<file path="src/rtl/serial_addsub_if.sv">
// Operand/result bundle between the trisc controller (master) and the bit-serial ALU (slave).
// start/sub/a/b are sampled on accept; busy/done/sum/cout/ovf come back registered.
interface serial_addsub_if #(
  parameter int WIDTH = 8
);
  logic             start;
  logic             sub;
  logic [WIDTH-1:0] a;
  logic [WIDTH-1:0] b;
  logic             busy;
  logic             done;
  logic [WIDTH-1:0] sum;
  logic             cout;
  logic             ovf;

  modport master (output start, sub, a, b, input busy, done, sum, cout, ovf);
  modport slave  (input start, sub, a, b, output busy, done, sum, cout, ovf);
endinterface

</file>
<file path="src/rtl/serial_addsub.sv">
// Bit-serial add/sub: one full adder reused LSB-first over WIDTH cycles, done pulses WIDTH+1 cycles after start.
// No backpressure: start is only sampled in IDLE, results hold until the next accepted start.
module fulladder (
  input  logic ai,
  input  logic bi,
  input  logic cini,
  output logic si,
  output logic couti
);
  assign si    = ai ^ bi ^ cini;
  assign couti = (ai & bi) | (cini & (ai ^ bi));
endmodule

module serial_addsub #(
  parameter int WIDTH = 8
) (
  input  logic                 clk,
  input  logic                 rst_n,
  serial_addsub_if.slave       bus
);
  localparam int CW = $clog2(WIDTH);
  localparam logic [CW-1:0] LAST = CW'(WIDTH - 1);

  typedef enum logic [1:0] {IDLE, SHIFT, DONE} state_t;

  state_t           state_q;
  logic [WIDTH-1:0] a_sh_q;
  logic [WIDTH-1:0] b_sh_q;
  logic [WIDTH-1:0] sum_q;
  logic [CW-1:0]    cnt_q;
  logic             carry_q;
  logic             cout_q;
  logic             ovf_q;
  logic             busy_q;
  logic             done_q;
  logic             si;
  logic             couti;

  fulladder u_fa (
    .ai    (a_sh_q[0]),
    .bi    (b_sh_q[0]),
    .cini  (carry_q),
    .si    (si),
    .couti (couti)
  );

  always_ff @(posedge clk or negedge rst_n) begin
    if (!rst_n) begin
      state_q <= IDLE;
      a_sh_q  <= '0;
      b_sh_q  <= '0;
      sum_q   <= '0;
      cnt_q   <= '0;
      carry_q <= 1'b0;
      cout_q  <= 1'b0;
      ovf_q   <= 1'b0;
      busy_q  <= 1'b0;
      done_q  <= 1'b0;
    end else begin
      case (state_q)
        IDLE: begin
          if (bus.start) begin
            // Subtract as a + ~b + 1: invert B and seed the carry with sub.
            a_sh_q  <= bus.a;
            b_sh_q  <= bus.b ^ {WIDTH{bus.sub}};
            carry_q <= bus.sub;
            cnt_q   <= '0;
            busy_q  <= 1'b1;
            state_q <= SHIFT;
          end
        end
        SHIFT: begin
          a_sh_q  <= a_sh_q >> 1;
          b_sh_q  <= b_sh_q >> 1;
          sum_q   <= {si, sum_q[WIDTH-1:1]};
          carry_q <= couti;
          if (cnt_q == LAST) begin
            // carry_q here is the carry into the MSB.
            cout_q  <= couti;
            ovf_q   <= couti ^ carry_q;
            busy_q  <= 1'b0;
            done_q  <= 1'b1;
            state_q <= DONE;
          end else begin
            cnt_q <= cnt_q + CW'(1);
          end
        end
        DONE: begin
          done_q  <= 1'b0;
          state_q <= IDLE;
        end
        default: state_q <= IDLE;
      endcase
    end
  end

  assign bus.busy = busy_q;
  assign bus.done = done_q;
  assign bus.sum  = sum_q;
  assign bus.cout = cout_q;
  assign bus.ovf  = ovf_q;
endmodule

</file>
<file path="src/flat_wrapper.sv">
// flat-port wrapper written by rule: the top's interface ports become plain ports
module serial_addsub_flat 
#(
  parameter int WIDTH = 8
)
  (clk, rst_n, bus_start, bus_sub, bus_a, bus_b, bus_busy, bus_done, bus_sum, bus_cout, bus_ovf);
  serial_addsub_if #(.WIDTH(WIDTH)) bus_i ();
  input  logic clk;
  input  logic rst_n;
  input wire logic [$bits(bus_i.start)-1:0] bus_start;
  input wire logic [$bits(bus_i.sub)-1:0] bus_sub;
  input wire logic [$bits(bus_i.a)-1:0] bus_a;
  input wire logic [$bits(bus_i.b)-1:0] bus_b;
  output wire logic [$bits(bus_i.busy)-1:0] bus_busy;
  output wire logic [$bits(bus_i.done)-1:0] bus_done;
  output wire logic [$bits(bus_i.sum)-1:0] bus_sum;
  output wire logic [$bits(bus_i.cout)-1:0] bus_cout;
  output wire logic [$bits(bus_i.ovf)-1:0] bus_ovf;
  assign bus_i.start = bus_start;
  assign bus_i.sub = bus_sub;
  assign bus_i.a = bus_a;
  assign bus_i.b = bus_b;
  assign bus_busy = bus_i.busy;
  assign bus_done = bus_i.done;
  assign bus_sum = bus_i.sum;
  assign bus_cout = bus_i.cout;
  assign bus_ovf = bus_i.ovf;
  serial_addsub #(.WIDTH(WIDTH)) u_core (.clk(clk), .rst_n(rst_n), .bus(bus_i));
endmodule
</file>
<file path="config.mk">
export PLATFORM = sky130hd
export DESIGN_NAME = serial_addsub_flat
export DESIGN_NICKNAME = d
export VERILOG_FILES = /design/src/rtl/serial_addsub_if.sv /design/src/rtl/serial_addsub.sv /design/src/flat_wrapper.sv
export SDC_FILE = /design/constraint.sdc
export NUM_CORES = 1
export LEC_CHECK = 0
export CORE_MARGIN = 2
export CORE_UTILIZATION = 46
export DETAILED_ROUTE_END_ITERATION = 7
export PLACE_DENSITY = 0.75
export SETUP_SLACK_MARGIN = 0.02
export SLEW_MARGIN = 15
export SYNTH_ARGS = -nofsm -noshare
export SYNTH_HDL_FRONTEND = slang
export SYNTH_HIERARCHICAL = 1
export SYNTH_SLANG_ARGS = --single-unit
</file>
<file path="constraint.sdc">
create_clock -name clk -period 1.6 [get_ports clk]
set_input_delay 0.16 -clock clk [delete_from_list [all_inputs] [get_ports clk]]
set_output_delay 0.16 -clock clk [all_outputs]
set_load 0.02 [all_outputs]
</file>
==> impl_metrics.ini <==
[flow_run]
drv.max_cap_violation_count = 0

[sta]
timing_hold_violations_final = 0
post-route-min-period_ns = 1.56
timing.slew.headroom_pct = 70.7
skew_ns = 0.00647
worst_hold_slack_ns = 0.211
setup_total_negative_slack_ns = 0
report.final.setup_viol = 0
clock.fmax_mhz = 641
min_period_over_period_pct = 97.5
final_max_slew_viol_count = 0
tightestPinTransition_ns = 0.440
setup_slack_ns = 0.0397
rsz0062_at_grt = yes

[drt]
final_antenna_violating_net_count = 0
drtIter0Drc = 74
vias = 1314
post-route-drc-count = 0
dr.pass1.iters = 4
average_vias_per_placed_instance = 5.45
detail_route.wl_per_cell_um = 14.8
wl_um = 3560

[global_routing]
grtUsageMet1_pct = 24.9
grt_antenna_before_repair = 0
grt_start_max_net_pins = 35
grt_use_total_pct = 19.7
grt_first_pass_wirelength_um = 6250
gr-max-usage-layer = met2
use_met3_pct = 6.51
grt-ovfl-total = 0
number_of_global_route_vias_before_repair = 1342
met2_usage_pct = 31.1

[synthesis]
yosysMostFrequentCell = sky130_fd_sc_hd__dfrtp_1
yosysUniqueCellTypes = 26
number_of_warnings_issued_by_yosys = 6
synth_flop_cell = sky130_fd_sc_hd__dfrtp_1
synth-seq-area-share_pct = 51.1
post-synth-top-area-fraction_pct = 51.1
yosys-top-cells-area = sky130_fd_sc_hd__dfrtp_1 51%, sky130_fd_sc_hd__mux2_2 6.8%, sky130_fd_sc_hd__a22oi_1 5.4%
mappedNetlistNets = 175
average_cell_area_after_synthesis_sq_um = 11.0
yosysTopAreaCell = sky130_fd_sc_hd__dfrtp_1
synth_commonest_cells = 34 x sky130_fd_sc_hd__dfrtp_1, 15 x sky130_fd_sc_hd__o21ai_0, 14 x sky130_fd_sc_hd__nor2b_1
synth.ff_latch_count = 34
netlist_area_sq_um = 1660
async_flop_share_pct = 100
number_of_synthesized_flops_with_an_enable_pin = 0
syn_inst = 151

[floorplanning]
rows = 21
floorplan.initialDensity_pct = 48.7
ioPinCount = 32
design.die.area_sq_um = 4110
dieHeight_um = 64.1
core_region_area_sq_um = 3420
dieWidth_um = 64.1

[worst_setup_path]
critPathLaunch = u_core/cnt_q[1]$_DFFE_PN0P_
reg2regPathDepth = 5
worst-endpoint-arrival_ns = 1.80
critical_path.max_fanout = 4
critPathRequiredTime_ns = 1.84
regToRegSetupSlack_ns = 0.04
crit-reg2reg-capture = u_core/cnt_q[0]$_DFFE_PN0P_
crit_path_category = register to register
rr_startpoint = u_core/cnt_q[1]$_DFFE_PN0P_
end_kind = register
cp-endpoint = u_core/cnt_q[0]$_DFFE_PN0P_
cp-start-kind = register

[final_layout]
final_nets = 218
antenna_cells = 0
area_delta_synth_final_pct = 31.2
layout-drive-gt1-share_pct = 19.5
fin_cells = 241

[power]
power_per_cell_area_nw_per_um2 = 1830
leakagePower_nw = 0.928
finalPower_mw = 3.99
ir_worst_vdd_mv = 0.792

[clock_network]
insertion_delay_ns = 0.34
cts_tree = built
ctsLongestPathBuffers = 2
cts.root.buffer_cell = sky130_fd_sc_hd__clkbuf_4
post_cts_hold_buffer_count = 0
clk_pin_slew_worst_paths_ns = 0.11
numCtsBuffers = 5
clkSinkCount = 34
ctsHtreeMaxLevel = 2

[place]
hpwl_um = 2420
weighted_congestion_reported_at_the_end_of_routability_driven_placement = 0.763
io_buffers = 31
dp.cells = 229
place_worst_setup_slack_ns = -0.0152

[run_status]
outcome = complete, no violations

[worst_hold_path]
hold_path.class = primary input to asynchronous set/reset pin
## critical path, cell delays in order (launching register included)
cell,delay (ns)
sky130_fd_sc_hd__dfrtp_1,0.41
sky130_fd_sc_hd__ha_2,0.22
sky130_fd_sc_hd__ha_4,0.16
sky130_fd_sc_hd__or2b_1,0.21
sky130_fd_sc_hd__a21o_1,0.19
sky130_fd_sc_hd__mux2_4,0.26
## stage by stage
step	util (%)	cell area [sq um]
floorplan	-	1660
CTS	63.5	2170
detailed placement	60.2	2060
global placement	60.2	2060
global route	63.9	2180
finish	63.9	2180
## final cells by class
| cell class | count | area (sq um) |
|---|---|---|
| Fill cell | 288 | 1230 |
| Sequential cell | 34 | 851 |
| Multi-Input combinational cell | 101 | 748 |
| Timing Repair Buffer | 47 | 430 |
| Tap cell | 46 | 57.6 |
| Clock inverter | 3 | 40.0 |
| Clock buffer | 5 | 37.5 |
| Inverter | 5 | 18.8 |
## power by group
part | switching (mW) | internal, mW
Combinational | 0.846 | 1.00
Sequential | 0.279 | 1.24
Clock | 0.305 | 0.324
## flip-flops by register name, summed over array words and instances, names as in the netlist
register / cells
u_core/b_sh_q: 8
u_core/a_sh_q: 8
u_core/cnt_q: 3
u_core/bus.done: 1
u_core/bus.ovf: 1
u_core/carry_q: 1
u_core/bus.busy: 1
u_core/bus.cout: 1
u_core/bus.sum: 8
u_core/state_q: 2
## cell families after synthesis
kind of cell	count (synthesis)	synth area share, %
adders and majority gates	4	3.46
muxes	10	6.77
buffers and inverters	16	5.19
and+or+nand+nor	27	9.17
AOI/OAI and AO/OA	51	19.5
xor gates and xnor gates	9	4.74
DFF	34	51.1
## metal layers
layer / part of all wire, % / up-vias
met2: 47 / 46
met4: 2.0 / 0
met1: 44 / 639
met3: 6.3 / 8
li1: - / 621
met5: 0 / -
## layout by cell type (no fill, tap or decap), types with 2 or more instances in the layout
cell and n:
sky130_fd_sc_hd__a22o_1 2, sky130_fd_sc_hd__o32ai_1 2, sky130_fd_sc_hd__nand2_1 7, sky130_fd_sc_hd__o21ai_0 15
sky130_fd_sc_hd__dfrtp_1 34, sky130_fd_sc_hd__nor2_1 2, sky130_fd_sc_hd__a22oi_1 12, sky130_fd_sc_hd__o211ai_1 5
sky130_fd_sc_hd__xnor2_1 8, sky130_fd_sc_hd__clkbuf_4 5, sky130_fd_sc_hd__buf_4 16, sky130_fd_sc_hd__nor2b_1 13
sky130_fd_sc_hd__a221o_1 2, sky130_fd_sc_hd__clkinv_2 2, sky130_fd_sc_hd__clkdlybuf4s50_1 31, sky130_fd_sc_hd__a21oi_1 12
sky130_fd_sc_hd__mux2_2 9, sky130_fd_sc_hd__inv_1 5
## worst min-delay path by stage
stage	from	endpoint	slack [ns]
floorplan	rst_n	u_core/a_sh_q[0]$_DFFE_PN0P_	-0.14
detailed placement	u_core/bus.sum[0]$_DFFE_PN0P_	u_core/bus.sum[0]$_DFFE_PN0P_	0.50
global placement	u_core/b_sh_q[7]$_DFFE_PN0P_	u_core/b_sh_q[7]$_DFFE_PN0P_	0.48
global route	rst_n	u_core/b_sh_q[1]$_DFFE_PN0P_	0.25
finish	rst_n	u_core/b_sh_q[3]$_DFFE_PN0P_	0.21
CTS	rst_n	u_core/b_sh_q[0]$_DFFE_PN0P_	0.22
## repair_timing
item                       CTS  global route
pin swaps                    2             1
setup endpoints to repair    1             1
buffers inserted             2             2
resized for setup            4             0
No activity file was read; power rests on OpenSTA's default activity.
